`config.mk`:
```
export PLATFORM = sky130hd
export DESIGN_NAME = seg7_scan_driver
export DESIGN_NICKNAME = d
export VERILOG_FILES = /design/src/rtl/seg7_scan_driver.sv
export SDC_FILE = /design/constraint.sdc
export NUM_CORES = 1
export LEC_CHECK = 0
export BUFFER_PORTS_ARGS = -buffer_cell sky130_fd_sc_hd__buf_2
export CAP_MARGIN = 20
export CORE_ASPECT_RATIO = 0.8
export CORE_UTILIZATION = 43
export DETAILED_ROUTE_END_ITERATION = 7
export GPL_TIMING_DRIVEN = 1
export HOLD_SLACK_MARGIN = 0.15
export PLACE_DENSITY = 0.58
export SYNTH_ARGS = -nofsm -noshare
export SYNTH_HDL_FRONTEND = slang
export SYNTH_SLANG_ARGS = --single-unit
```
`constraint.sdc`:
```
create_clock -name clk_i -period 3.8 [get_ports clk_i]
set_input_delay 0.38 -clock clk_i [delete_from_list [all_inputs] [get_ports clk_i]]
set_output_delay 0.38 -clock clk_i [all_outputs]
set_load 0.01 [all_outputs]
```
`src/rtl/seg7_scan_driver.sv`:
```
// Eight-digit common-anode 7-segment scan driver with blanking gaps and a frame-aligned
// double-buffered load. Optional decimal-point support is enabled by defining DISP_DP_EN.
module seg7_scan_driver #(
    parameter int unsigned REFRESH_DIV  = 100000,
    parameter int unsigned BLANK_CYCLES = 1000
) (
    input  logic        clk_i,
    input  logic        reset_i,
    input  logic        load_i,
    input  logic [31:0] digits_in_i,
    input  logic [7:0]  digit_en_i,
`ifdef DISP_DP_EN
    input  logic [7:0]  dp_in_i,
    output logic        dp_o,
`endif
    output logic        pending_o,
    output logic        frame_done_o,
    output logic [7:0]  an_o,
    output logic [6:0]  seg_o
);

    localparam int unsigned MaxCnt = (REFRESH_DIV > BLANK_CYCLES) ? REFRESH_DIV : BLANK_CYCLES;
    localparam int unsigned CntW   = (MaxCnt > 1) ? $clog2(MaxCnt) : 1;
    localparam logic [CntW-1:0] ShowLast  = CntW'(REFRESH_DIV - 1);
    localparam logic [CntW-1:0] BlankLast = CntW'(BLANK_CYCLES - 1);

    typedef enum logic {StBlank, StShow} state_e;

    state_e          state_q;
    logic [CntW-1:0] cnt_q;
    logic [2:0]      idx_q;

    logic [31:0] stage_dig_q, disp_dig_q;
    logic [7:0]  stage_en_q, disp_en_q;
    logic        pending_q;
    logic        frame_done_q;
    logic [7:0]  an_q;
    logic [6:0]  seg_q;

`ifdef DISP_DP_EN
    logic [7:0]  stage_dp_q, disp_dp_q;
    logic        dp_q;
`endif

    logic show_end;
    logic commit;

    // Hex to active-low gfedcba.
    function automatic logic [6:0] seg_decode(input logic [3:0] nib);
        logic [6:0] s;
        case (nib)
            4'h0:    s = 7'h40;
            4'h1:    s = 7'h79;
            4'h2:    s = 7'h24;
            4'h3:    s = 7'h30;
            4'h4:    s = 7'h19;
            4'h5:    s = 7'h12;
            4'h6:    s = 7'h02;
            4'h7:    s = 7'h78;
            4'h8:    s = 7'h00;
            4'h9:    s = 7'h10;
            4'hA:    s = 7'h08;
            4'hB:    s = 7'h03;
            4'hC:    s = 7'h46;
            4'hD:    s = 7'h21;
            4'hE:    s = 7'h06;
            default: s = 7'h0E;
        endcase
        return s;
    endfunction

    assign show_end = (state_q == StShow) && (cnt_q == ShowLast);
    // Commit only on the wrap from digit 7 so a frame is never drawn from mixed data.
    assign commit   = show_end && (idx_q == 3'd7) && pending_q;

    // Scan FSM with registered pin outputs; pins follow the state by one cycle.
    always_ff @(posedge clk_i or posedge reset_i) begin
        if (reset_i) begin
            state_q <= StBlank;
            cnt_q   <= '0;
            idx_q   <= 3'd0;
            an_q    <= 8'hFF;
            seg_q   <= 7'h7F;
`ifdef DISP_DP_EN
            dp_q    <= 1'b1;
`endif
        end else begin
            case (state_q)
                StBlank: begin
                    if (cnt_q == BlankLast) begin
                        state_q <= StShow;
                        cnt_q   <= '0;
                    end else begin
                        cnt_q <= cnt_q + CntW'(1);
                    end
                end
                StShow: begin
                    if (show_end) begin
                        state_q <= StBlank;
                        cnt_q   <= '0;
                        idx_q   <= idx_q + 3'd1;
                    end else begin
                        cnt_q <= cnt_q + CntW'(1);
                    end
                end
                default: begin
                    state_q <= StBlank;
                    cnt_q   <= '0;
                end
            endcase

            if ((state_q == StShow) && disp_en_q[idx_q]) begin
                an_q  <= ~(8'h01 << idx_q);
                seg_q <= seg_decode(disp_dig_q[{idx_q, 2'b00} +: 4]);
`ifdef DISP_DP_EN
                dp_q  <= ~disp_dp_q[idx_q];
`endif
            end else begin
                an_q  <= 8'hFF;
                seg_q <= 7'h7F;
`ifdef DISP_DP_EN
                dp_q  <= 1'b1;
`endif
            end
        end
    end

    // Staging and display buffers. A load coinciding with a commit lands in staging
    // after the old staged data has moved to the display.
    always_ff @(posedge clk_i or posedge reset_i) begin
        if (reset_i) begin
            stage_dig_q  <= '0;
            stage_en_q   <= '0;
            disp_dig_q   <= '0;
            disp_en_q    <= '0;
            pending_q    <= 1'b0;
            frame_done_q <= 1'b0;
`ifdef DISP_DP_EN
            stage_dp_q   <= '0;
            disp_dp_q    <= '0;
`endif
        end else begin
            frame_done_q <= commit;
            pending_q    <= load_i | (pending_q & ~commit);
            if (commit) begin
                disp_dig_q <= stage_dig_q;
                disp_en_q  <= stage_en_q;
`ifdef DISP_DP_EN
                disp_dp_q  <= stage_dp_q;
`endif
            end
            if (load_i) begin
                stage_dig_q <= digits_in_i;
                stage_en_q  <= digit_en_i;
`ifdef DISP_DP_EN
                stage_dp_q  <= dp_in_i;
`endif
            end
        end
    end

    assign pending_o    = pending_q;
    assign frame_done_o = frame_done_q;
    assign an_o         = an_q;
    assign seg_o        = seg_q;
`ifdef DISP_DP_EN
    assign dp_o         = dp_q;
`endif

endmodule

```
* Word level (Yosys, flattened, before mapping) *
Memories as Yosys holds them, arrays and structs flattened.
Index checks and enable logic that the tools add are counted.

storage, ports and cells
  register bits = 118
  bits in latches = 0
  RAM bits = 0
  ROM bits = 112
  input port bits = 43
  output and inout port bits = 17
  memories = 1

operators by class
  add/sub/neg operators = 2
  multiply operators = 0
  div/mod/pow operators = 0
  $lt $le $gt $ge = 1
  equality and inequality tests = 3
  shift-type cells = 2
  mux-type cells = 10
  bitwise logic cells = 5
  reductions and logical operators = 5

memories
  name             words  width  read ports  clocked after Yosys merged registers in  wr ports  line  source
  (no name shown)  16     7      1           0                                        0         51    case (nib)

operators by type and width
  cell                     number
  $mux W17                 2
  $pmux W17 S2             1
  $shiftx A32 B6 Y4        1
  $add A17 B1 Y17 const B  1
  $eq A17 B10 Y1 const B   1
  $eq A17 B17 Y1 const B   1
  $mux W8                  1
  $not A8 Y8               1
  $shl A1 B3 Y8 const A    1
  $mux W7                  1
  $logic_and A1 B1 Y1      4
  $lt A3 B4 Y1 const B     1
  $add A3 B1 Y3 const B    1
  $bmux W1 S3              1
  $eq A3 B3 Y1 const B     1
  $mux W1                  3
  $not A1 Y1               2
  $pmux W1 S2              1
  $reduce_and A2 Y1        1
  $and A1 B1 Y1            1
  $or A1 B1 Y1             1

* Logic depth before layout (Yosys ltp) *
Gate-level depths: netlist of run 1.

  word-level depth = 7
  mapped depth = 11
  gate-level depth less buffers = 9

* Least setup slack after synthesis of run 1 *
Ideal clock, no wire load.

  kind = register -> register
  start point = reg idx_q[0]
  end point = reg seg_q[4], in the netlist seg_o[4]
  library setup time = 0.081 ns
  data arrival time = 2.045 ns
  slack = 1.673 ns
  stages on the path, launching flop included = 11
  buffers on the path = 2
  clock period less this slack = 2.127 ns
  cells stage by stage = dfrtp_1 buf_6 buf_12 mux4_1 nand2_1 nand2_1 inv_1 ha_1 nor2_1 a221o_1 o211ai_1

between the ends
  word-level cells in the longest chain between the ends = 4
  elaborated cells between the ends (all ways) = 6

RTL lines
  element                                                 line  source
  start, declared                                         31    logic [2:0] idx_q;
  start signal, assigned                                  101   idx_q <= idx_q + 3'd1;
  branches (longest 3 deep; another with $mem_v2 Z16 W7)  --
  $mux W7 *                                               112   if ((state_q == StShow) && disp_en_q[idx_q]) begin
  end signal, assigned                                    114   seg_q <= seg_decode(disp_dig_q[{idx_q, 2'b00} +: 4]);
  end, declared                                           38    logic [6:0] seg_q;

Every way passes the cells marked *. The select of a mux whose other input is x is not followed.
A chain may end at the register's enable or synchronous reset.

* Worst setup path after layout of run 1 *
Same ends and word-level chain as after synthesis.

==> results_dict.tcl, run 1 <==
set metrics [dict create \
    status "complete, but fails checks" \
    failed_checks "DRC" \
    nets 495 \
    leakage_nw 2.961 \
    p_seq_frac 0.428 \
    cp-start-kind "flip-flop" \
    crit_type "flip-flop to flip-flop" \
    ios 60 \
    power.density_nw_per_um2 492.7 \
    synth_fa_ha_area_frac 0.02856 \
    worstPathRequired_ns 4.11 \
    drcViolationCount 6 \
    synth-simple-area-share 0.07950 \
    grt_overflow_total 0 \
    viasPerCell 5.142 \
    tightest_slew_ns 0.9532 \
    muxShareOfSynthArea 0.2323 \
    ys_warn_count 0 \
    synth_edf_count 0 \
    synth_cells 372 \
    cap_violations 0 \
    fmax_mhz 388.2 \
    synth.yosys.seq_area_share 0.5653 \
    postCtsSetupBuffers 0 \
    sw_frac_of_total 0.1955 \
    routedWlPerCell_um 15.93 \
    fin_crit_sh 0.6778 \
    ant_nets 0 \
    finalSetupViolations 0 \
    reg2reg_to "seg_o[4]" \
    design_area_um2 6295 \
    synth_top_flop_cell "dfrtp_1" \
    rsz0062_at_grt "false" \
    reg2regPathDepth 8 \
    syn2layout_area_growth_pct 19.76 \
    synth_top_family_by_area "multiplexers" \
    seq_area_um2 2972 \
    crit_end "seg_o[4]" \
    num_vias 3080 \
    diodes 0 \
    synth_compound_area_frac 0.03666 \
    period_needed_ns 2.576 \
    r2r_setup_slack_ns 1.22 \
    syn_nets 427 \
    combinationalPowerShare 0.033 \
    cts_tree "done" \
    die_h_um 100.9 \
    wl_um 9540 \
    grt_use_total 0.1704 \
    cts-htree-levels 4 \
    netlist_area_um2 5256 \
    gp_congestion 0.7801 \
    cp.arrival_ns 2.89 \
    synth_xor_area_frac 0.02666 \
    skew_ns 0.006640 \
    fin_setup_tns_ns 0 \
    drtPass1Iterations 6 \
    clock-sinks 118 \
    peakVddDrop_mv 0.2908 \
    p_switching_mw 0.6062 \
    hpwlAfterDp_um 6535 \
    n_fill_cell 999 \
    max-slew-margin-rel 0.3645 \
    numCtsBuffers 17 \
    grt_pass1_wl_um 16330 \
    startpoint "idx_q[0]" \
    synth-seq-cells 118 \
    grt_max_degree 63 \
    ctsHoldBuffers 1 \
    cts_resized 0 \
    hold_viol_final 0 \
    dieArea_um2 12670 \
    port_buffers 59 \
    grt_antenna_before_repair 0 \
    die_x_um 125.6 \
    critPathMaxFanout 13 \
    crit_path_end_kind "flip-flop" \
    grt_pass1_vias 3165 \
    clkPwrFrac 0.539 \
    async_flop_share 1.000 \
    initial_core_util 0.4495 \
    clockRootBuffer "clkbuf_16" \
    drt-initial-drc-count 149 \
    hold_class "input port to flip-flop" \
    syn_avg_cell_area_um2 14.13 \
    ys_types 50 \
    dpl_cell_area_um2 5664 \
    clockBufferDepth 2 \
    clk_latency_ns 0.40 \
    fp.coreArea_um2 11690 \
    drv_slew 0 \
    multiInputGateArea_um2 2127 \
    drive_above_1_share 0.3747 \
    rows 35 \
    r2r_start "idx_q[0]" \
    internal-power_mw 2.495 \
    clk_pin_slew_ns 0.05 \
]
-- how the worst min path moves through the flow --
stage / start / to / slack, ns / depth (start not counted)
2_1_floorplan: disp_dig_q[21] / disp_dig_q[21] / 0.45 / 1
3_3_place_gp: disp_dig_q[19] / disp_dig_q[19] / 0.46 / 1
3_5_place_dp: disp_en_q[1] / disp_en_q[1] / 0.47 / 1
4_1_cts: digits_in_i[5] / stage_dig_q[5] / 0.19 / 2
5_1_grt: digits_in_i[12] / stage_dig_q[12] / 0.20 / 2
6_report: digits_in_i[4] / stage_dig_q[4] / 0.21 / 2
-- registers in the layout (all words and copies together), names as in the netlist, 3 cells and up --
| register | count |
|---|---|
| an_o | 8 |
| disp_en_q | 8 |
| seg_o | 7 |
| stage_en_q | 8 |
| cnt_q | 17 |
| stage_dig_q | 32 |
| disp_dig_q | 32 |
| idx_q | 3 |
-- logic make-up after synthesis --
logic type | after synthesis
flops | 118
mux | 98
simple gates | 78
buf+inv | 28
compound gates | 22
xor+xnor | 16
fa+ha+maj | 12
-- power groups by stage --
| stage | logic (mW) | registers, mW | clock network [mW] |
|---|---|---|---|
| floorplan | 0.0700 | 1.34 | 0 |
| global placement | 0.102 | 1.35 | 0 |
| detailed placement | 0.106 | 1.35 | 0 |
| CTS | 0.107 | 1.33 | 1.70 |
| global route | 0.117 | 1.33 | 1.77 |
| finish | 0.103 | 1.33 | 1.67 |
-- critical path, cell delays in order, from the launching register on --
cell and delay [ns]:
dfrtp_1 0.74, mux4_1 0.68, nand2_1 0.09, nand2_1 0.13, inv_1 0.14, ha_1 0.26
nor2_1 0.07, a221o_1 0.27, o211ai_1 0.11
-- routing by layer --
metal / global-route usage / part of all wire / vias up
li1: - / - / 1459
met1: 0.2391 / 0.52 / 1553
met2: 0.2513 / 0.44 / 61
met3: 0.04299 / 0.038 / 7
met4: 0.07317 / 0.0079 / 0
met5: 0 / 0 / -
-- cell usage in the layout (no fill, tap or decap), types with 6 or more instances in the layout --
master       n
nand3_1      6
nor2_1      18
clkbuf_16   17
inv_1       10
ha_1        12
mux2_2      42
and3_1       7
xnor2_1      7
nand2_1     25
dfstp_2     15
mux2_1      40
buf_2       59
xor2_1       9
dfrtp_1    103
-- area by class of cell --
class                   count  area share
well taps                 148     0.02942
flip-flops and latches    118      0.4721
repair buffers             65     0.05446
multi-input cells         226      0.3379
inverters                  12    0.007553
clock buffers              21     0.07474
clock inverters             9     0.02385
-- cell usage after synthesis (2+ instances only) --
cell type  instances  area share
buf_1              2      0.0014
xnor2_1            7       0.012
buf_6              3      0.0064
nand2b_1           2      0.0024
nor2_1            18       0.013
buf_4              4      0.0057
nand3_1            6      0.0057
o221ai_2           2      0.0057
and4_1             2      0.0033
mux4_1             4       0.020
dfrtp_1          103        0.49
mux2_1            40       0.086
mux2_2            42       0.090
mux2i_1            5      0.0095
buf_2              3      0.0029
inv_1             11      0.0079
nand2_1           25       0.018
nor3_1             4      0.0038
nor4_4             2      0.0081
dfstp_2           15       0.075
mux4_2             4       0.017
o211ai_1           3      0.0043
a22o_1             2      0.0033
and3_1             7      0.0083
o21ai_0            3      0.0029
nand4_1            4      0.0048
mux2_4             2      0.0057
ha_1              12       0.029
clkbuf_1           3      0.0021
a21oi_1            3      0.0029
and2_1             2      0.0024
xor2_1             9       0.015
-- metrics by stage --
stage	power [mW]	utilization	hold WS [ns]	instances	worst slack, ns
floorplan	1.406	-	0.4488	372	0.3157
global placement	1.449	0.4844	0.4617	568	1.306
detailed placement	1.455	0.4844	0.4703	568	1.232
CTS	3.136	0.5384	0.1911	599	1.215
global route	3.215	0.5384	0.1986	599	1.067
finish	3.101	0.5384	0.2106	599	1.224
Power figures use the tool's default switching activity.
==> run 2, diff against run 1 <==
Settings changed: PLACE_DENSITY 0.58 to 0.6.
Clock period 3.8 ns to 2.1 ns, I/O delays scaled along.
==> run 2 against run 1 <==
The run still ends with DRC left. Hold slack better by 0.27 ns. Total power up 82%. Via count up 6.6%. Sequential cell count unchanged. Count of clock-buffer cells in the layout down 2. Critical endpoint is now seg_o[0]. Combinational power up 140%. Utilization up 6.2 points. Cell count up 10%. Routed wire length up 7.5%. Non-clock buffer count up 58. Setup slack worse by 1.2 ns.
==> results_dict.tcl, run 2 (synthesized netlist as in run 1, its figures left out) <==
set metrics [dict create \
    r2r_start "idx_q[0]" \
    design_area_um2 7017 \
    grt_overflow_total 0 \
    clock-sinks 118 \
    leakage_nw 3.238 \
    max-slew-margin-rel 0.5902 \
    clockBufferDepth 2 \
    drv_slew 0 \
    cp.arrival_ns 2.40 \
    fin_crit_sh 0.9909 \
    nets 553 \
    grt_use_total 0.1745 \
    crit_path_end_kind "flip-flop" \
    grt_busiest_layer "met2" \
    cts-htree-levels 4 \
    grt_antenna_before_repair 0 \
    worstPathRequired_ns 2.42 \
    crit_type "flip-flop to flip-flop" \
    grt_max_degree 119 \
    dieArea_um2 12670 \
    final_cell_mix "101 x dfrtp_1, 59 x buf_2, 42 x mux2_2" \
    rows 35 \
    die_h_um 100.9 \
    wl_um 10260 \
    hold_viol_final 0 \
    holdPathEnd "pending_o" \
    fmax_mhz 480.6 \
    die_x_um 125.6 \
    ant_nets 0 \
    fin_setup_tns_ns 0 \
    numCtsBuffers 17 \
    reg2reg_to "seg_o[0]" \
    drt-initial-drc-count 153 \
    drive_above_1_share 0.3992 \
    grtUsageMet1 0.2411 \
    skew_ns 0.01055 \
    cp-start-kind "flip-flop" \
    reg2regPathDepth 6 \
    drcViolationCount 5 \
    gp_congestion 0.8450 \
    routedWlPerCell_um 15.57 \
    largestRegisters "disp_dig_q (32), stage_dig_q (32), cnt_q (17)" \
    drtPass1Iterations 6 \
    use_met3 0.04777 \
    ios 60 \
    diodes 0 \
    rsz0062_at_grt "true" \
    min_from "load_i" \
    grtUsageMet2 0.2650 \
    hold_depth 3 \
    period_needed_ns 2.081 \
    initial_core_util 0.4495 \
    hpwlAfterDp_um 6528 \
    clk_pin_slew_ns 0.06 \
    hold_class "input port to flip-flop" \
    num_vias 3283 \
    viasPerCell 4.982 \
    finalSetupViolations 0 \
    dpl_cell_area_um2 5793 \
    grt_pass1_vias 3317 \
    syn2layout_area_growth_pct 33.49 \
    status "complete, but fails checks" \
    clockRootBuffer "clkbuf_16" \
    r2r_setup_slack_ns 0.02 \
    layout_commonest_cell "dfrtp_1" \
    peakVddDrop_mv 0.5502 \
    fp.coreArea_um2 11690 \
    clk_latency_ns 0.41 \
    cap_violations 0 \
    power.density_nw_per_um2 804.0 \
    tightest_slew_ns 0.6147 \
    failed_checks "DRC" \
    cts_tree "done" \
    grt_pass1_wl_um 16890 \
    port_buffers 59 \
    startpoint "idx_q[0]" \
    critPathMaxFanout 8 \
]
[run 2: cell count changes in the layout (fill, tap and decap cells not counted), moves of 4 or more]
| cell | previous run | this run |
|---|---|---|
| buf_12 | 0 | 5 |
| inv_6 | 0 | 4 |
| buf_4 | 5 | 12 |
| dlygate4sd3_1 | 1 | 41 |
| ha_4 | 0 | 4 |
| clkinv_4 | 0 | 4 |
| ha_1 | 12 | 7 |
| inv_1 | 10 | 6 |
[run 2: power breakdown]
group | switching, mW | total, mW | leakage, nW | internal [mW]
sequential | 0.0428 | 2.40 | 1.48 | 2.35
clock | 1.05 | 3.00 | 0.301 | 1.94
combinational | 0.0957 | 0.246 | 1.45 | 0.151
total | 1.19 | 5.64 | 3.24 | 4.45
[run 2: routing by layer]
layer,part of all wire,wire length [µm]
met1,0.50,5119
met2,0.46,4720
met3,0.032,332
met4,0.0085,87
met5,0,0
[run 2: how the worst max path moves through the flow]
stage | endpoint | depth (start not counted)
after global placement | seg_o[2] | 4
after global routing | seg_o[4] | 8
final | seg_o[0] | 6
after floorplan | seg_o[4] | 10
after detailed placement | seg_o[6] | 8
after CTS | seg_o[0] | 5
[run 2: area by class of cell]
cell class | instances | area [µm²]
clock inverters | 13 | 171.4
flip-flops and latches | 118 | 2974
repair buffers | 123 | 1005
well taps | 148 | 185.2
clock buffers | 19 | 452.9
inverters | 12 | 53.80
multi-input cells | 226 | 2175
fillers | 898 | 4676
[run 2: repair_timing]
action / CTS / global route
gates resized for setup: 2 / 19
cloned: 0 / 3
buffers inserted: 0 / 5
endpoints found under the setup margin: 29 / 47
endpoints found under the hold margin: 143 / 0
pin swaps: 1 / 5
hold buffers: 41 / 0
[run 2: worst max-delay path, cell delays in order, from the launching register on]
cell and delay (ns):
dfrtp_2 0.50, buf_6 0.13, mux4_2 0.53, mux2i_4 0.30, a21oi_1 0.11, a22o_1 0.25
o21ai_1 0.17
[run 2: metrics by stage]
stage | cells | utilization | hold WS (ns) | worst slack, ns | power [mW]
6_report | 659 | 0.6001 | 0.4760 | 0.01910 | 5.642
5_1_grt | 659 | 0.6001 | 0.4952 | -0.06674 | 5.858
2_1_floorplan | 372 | - | 0.3617 | 0.003712 | 2.544
3_3_place_gp | 578 | 0.4955 | 0.4391 | -0.03181 | 2.622
3_5_place_dp | 578 | 0.4955 | 0.4438 | -0.1255 | 2.631
4_1_cts | 651 | 0.5841 | 0.4627 | 0.004899 | 5.709
==> run 3, diff against run 2 <==
Settings changed: ABC_AREA set to 1.
==> run 3 against run 2 <==
The run now ends clean. Critical path depth rose by 3. Clock skew fell by 0.0019 ns. Clock power fell by 5%. Count of clock-buffer cells in the layout did not move. Setup slack improved by 0.19 ns. Highest routed layer unchanged.
==> results_dict.tcl, run 3 <==
set metrics [dict create \
    crit_family "simple AND/OR/NAND/NOR gates" \
    synth.most_common_cell "nand2_1" \
    reg2reg_to "seg_o[0]" \
    clockBufferDepth 2 \
    grt_antenna_before_repair 0 \
    cp.depth 9 \
    hpwlAfterDp_um 9125 \
    critPathBufInv 2 \
    drtPass1Iterations 4 \
    final_cell_mix "209 x nand2_1, 147 x inv_1, 103 x dfrtp_1" \
    hold_class "input port to flip-flop" \
    reg2regPathDepth 9 \
    hold_viol_final 0 \
    synth-seq-cells 118 \
    fmax_mhz 529.8 \
    crit_end "seg_o[0]" \
    routedWlPerCell_um 12.82 \
    drcViolationCount 0 \
    die_h_um 107.7 \
    fin_crit_sh 0.8988 \
    max-slew-margin-rel 0.6572 \
    status "finished clean" \
    yosys.area.top_type "dfrtp_1" \
    fin_setup_tns_ns 0 \
    grt_overflow_total 0 \
    cp-start-kind "flip-flop" \
    ys_warn_count 0 \
    yosysTopAreaCellShare 0.4294 \
    synth_area_leaders "dfrtp_1 43%, nand2_1 13%, inv_1 9.3%, dfstp_2 6.6%, nand3_1 5.4%" \
    tightest_slew_ns 0.5142 \
    dieArea_um2 14440 \
    largestRegisters "disp_dig_q (32), stage_dig_q (32), cnt_q (17)" \
    synth_commonest_cells "209 x nand2_1, 148 x inv_1, 103 x dfrtp_1" \
    die_x_um 134.1 \
    leakage_nw 4.139 \
    async_flop_share 1.000 \
    gp_congestion 0.8628 \
    crit_path_end_kind "flip-flop" \
    drt-initial-drc-count 315 \
    startpoint "idx_q[1]" \
    r2r_setup_slack_ns 0.21 \
    ys_types 30 \
    worst_slack_ns 0.2125 \
    cts-htree-levels 4 \
    numCtsBuffers 17 \
    drv_slew 0 \
    fp.coreArea_um2 13600 \
    port_buffers 59 \
    cap_violations 0 \
    grt_pass1_vias 4985 \
    diodes 0 \
    skew_ns 0.008617 \
    dp_slack_ns 0.1318 \
    critPathMaxFanout 11 \
    peakVddDrop_mv 0.5041 \
    finalSetupViolations 0 \
    grt_max_degree 55 \
    rows 38 \
    nets 926 \
    num_vias 5112 \
    n_fill_cell 1300 \
    initial_core_util 0.4414 \
    clock-sinks 118 \
    drive_above_1_share 0.1608 \
    synth_edf_count 0 \
    critPathMaxStageDelay_ns 0.48 \
    cp.arrival_ns 2.21 \
    layout.cells.non_filler 1063 \
    period_needed_ns 1.887 \
    syn2layout_area_growth_pct 25.24 \
    cp_slowest_cell "dfrtp_1" \
    synth_top_flop_cell "dfrtp_1" \
    clockRootBuffer "clkbuf_16" \
    path_cells "inv_2 -> nand3_1 -> nand3_1 -> nand2_1 -> ha_1 -> inv_1 -> nand3_1 -> nand3_1 -> nand3_1" \
    synth_cells 768 \
    synth.yosys.seq_area_share 0.4951 \
    ant_nets 0 \
    dp_cells 990 \
    wl_um 13630 \
    postCtsSetupBuffers 0 \
    r2r_start "idx_q[1]" \
    viasPerCell 4.809 \
    rsz0062_at_grt "false" \
    clk_pin_slew_ns 0.05 \
    syn_avg_cell_area_um2 7.815 \
    syn_nets 823 \
    crit_type "flip-flop to flip-flop" \
    clk_latency_ns 0.41 \
    power.density_nw_per_um2 729.2 \
    grt_pass1_wl_um 23190 \
    cts_tree "done" \
    grt_use_total 0.2046 \
    layout_commonest_cell "nand2_1" \
    worstPathRequired_ns 2.43 \
    path_common_cell "nand3_1" \
    ios 60 \
    netlist_area_um2 6002 \
]
run 3: cell count changes after synthesis, sizes merged, moves of 6 or more:
cell    before  now
clkbuf       3   19
mux2        84    0
inv         11  155
nand3        6   67
xnor2        7    0
nor2        20   37
o21ai        4   47
nand2       26  213
mux4         8    0
mux2i        6    0
nand4        5   45
and3         7    0
run 3: worst min path at each step:
stage,endpoint,slack [ns],start,cells past startpoint
6_report,stage_en_q[7],0.29,load_i,3
3_3_place_gp,stage_dig_q[9],0.17,reset_i,2
3_5_place_dp,stage_dig_q[9],0.18,reset_i,2
4_1_cts,stage_dig_q[9],0.29,reset_i,3
5_1_grt,stage_dig_q[6],0.32,reset_i,3
2_1_floorplan,stage_dig_q[0],0.33,digits_in_i[0],2
run 3: cell families after synthesis:
family	share of synthesized area
simple gates	0.2852
buf+inv	0.1315
flops	0.4951
compound gates	0.04420
xor+xnor	0.01897
fa+ha+maj	0.02501
run 3: final cells by class:
cell class	instances	area, µm²	share of cell area
flip-flops and latches	118	2972	0.3953
inverters	157	595.6	0.07923
repair buffers	120	884.6	0.1177
multi-input cells	457	2258	0.3004
well taps	180	225.2	0.02996
clock inverters	12	128.9	0.01714
clock buffers	19	452.9	0.06025
run 3: worst reg2reg max path: cells and delay by family (launching register included):
family	cells	cell delay (ns)
and+or+nand+nor	6	0.68
DFF	1	0.48
buffers and inverters	2	0.35
adders and majority gates	1	0.31
run 3: where the power goes:
group,leakage [nW],internal (mW),switching [mW]
Combinational,2.36,0.120,0.150
Clock,0.271,1.80,1.05
Sequential,1.50,2.34,0.0175
Total,4.14,4.26,1.22
run 3: through the flow:
step	instance area, µm²	util	hold slack [ns]	power (mW)
3_3_place_gp	6501	0.4781	0.1724	2.607
2_1_floorplan	6006	-	0.3268	2.519
4_1_cts	7493	0.5511	0.2883	5.544
6_report	7517	0.5528	0.2943	5.482
3_5_place_dp	6501	0.4781	0.1813	2.619
5_1_grt	7517	0.5528	0.3163	5.683
run 3: what timing repair did:
item                       in CTS  in global routing
gates resized for setup         0                  4
hold buffers                   41                  0
setup endpoints to repair       0                 44
hold endpoints to repair      143                  0
run 3: routing by layer:
layer  up-vias  GRT usage  part of all wire
li1       2581          -                 -
met5         -          0                 0
met3         8    0.04661             0.037
met1      2414     0.2840              0.50
met2       109     0.3231              0.45
met4         0    0.05297            0.0062
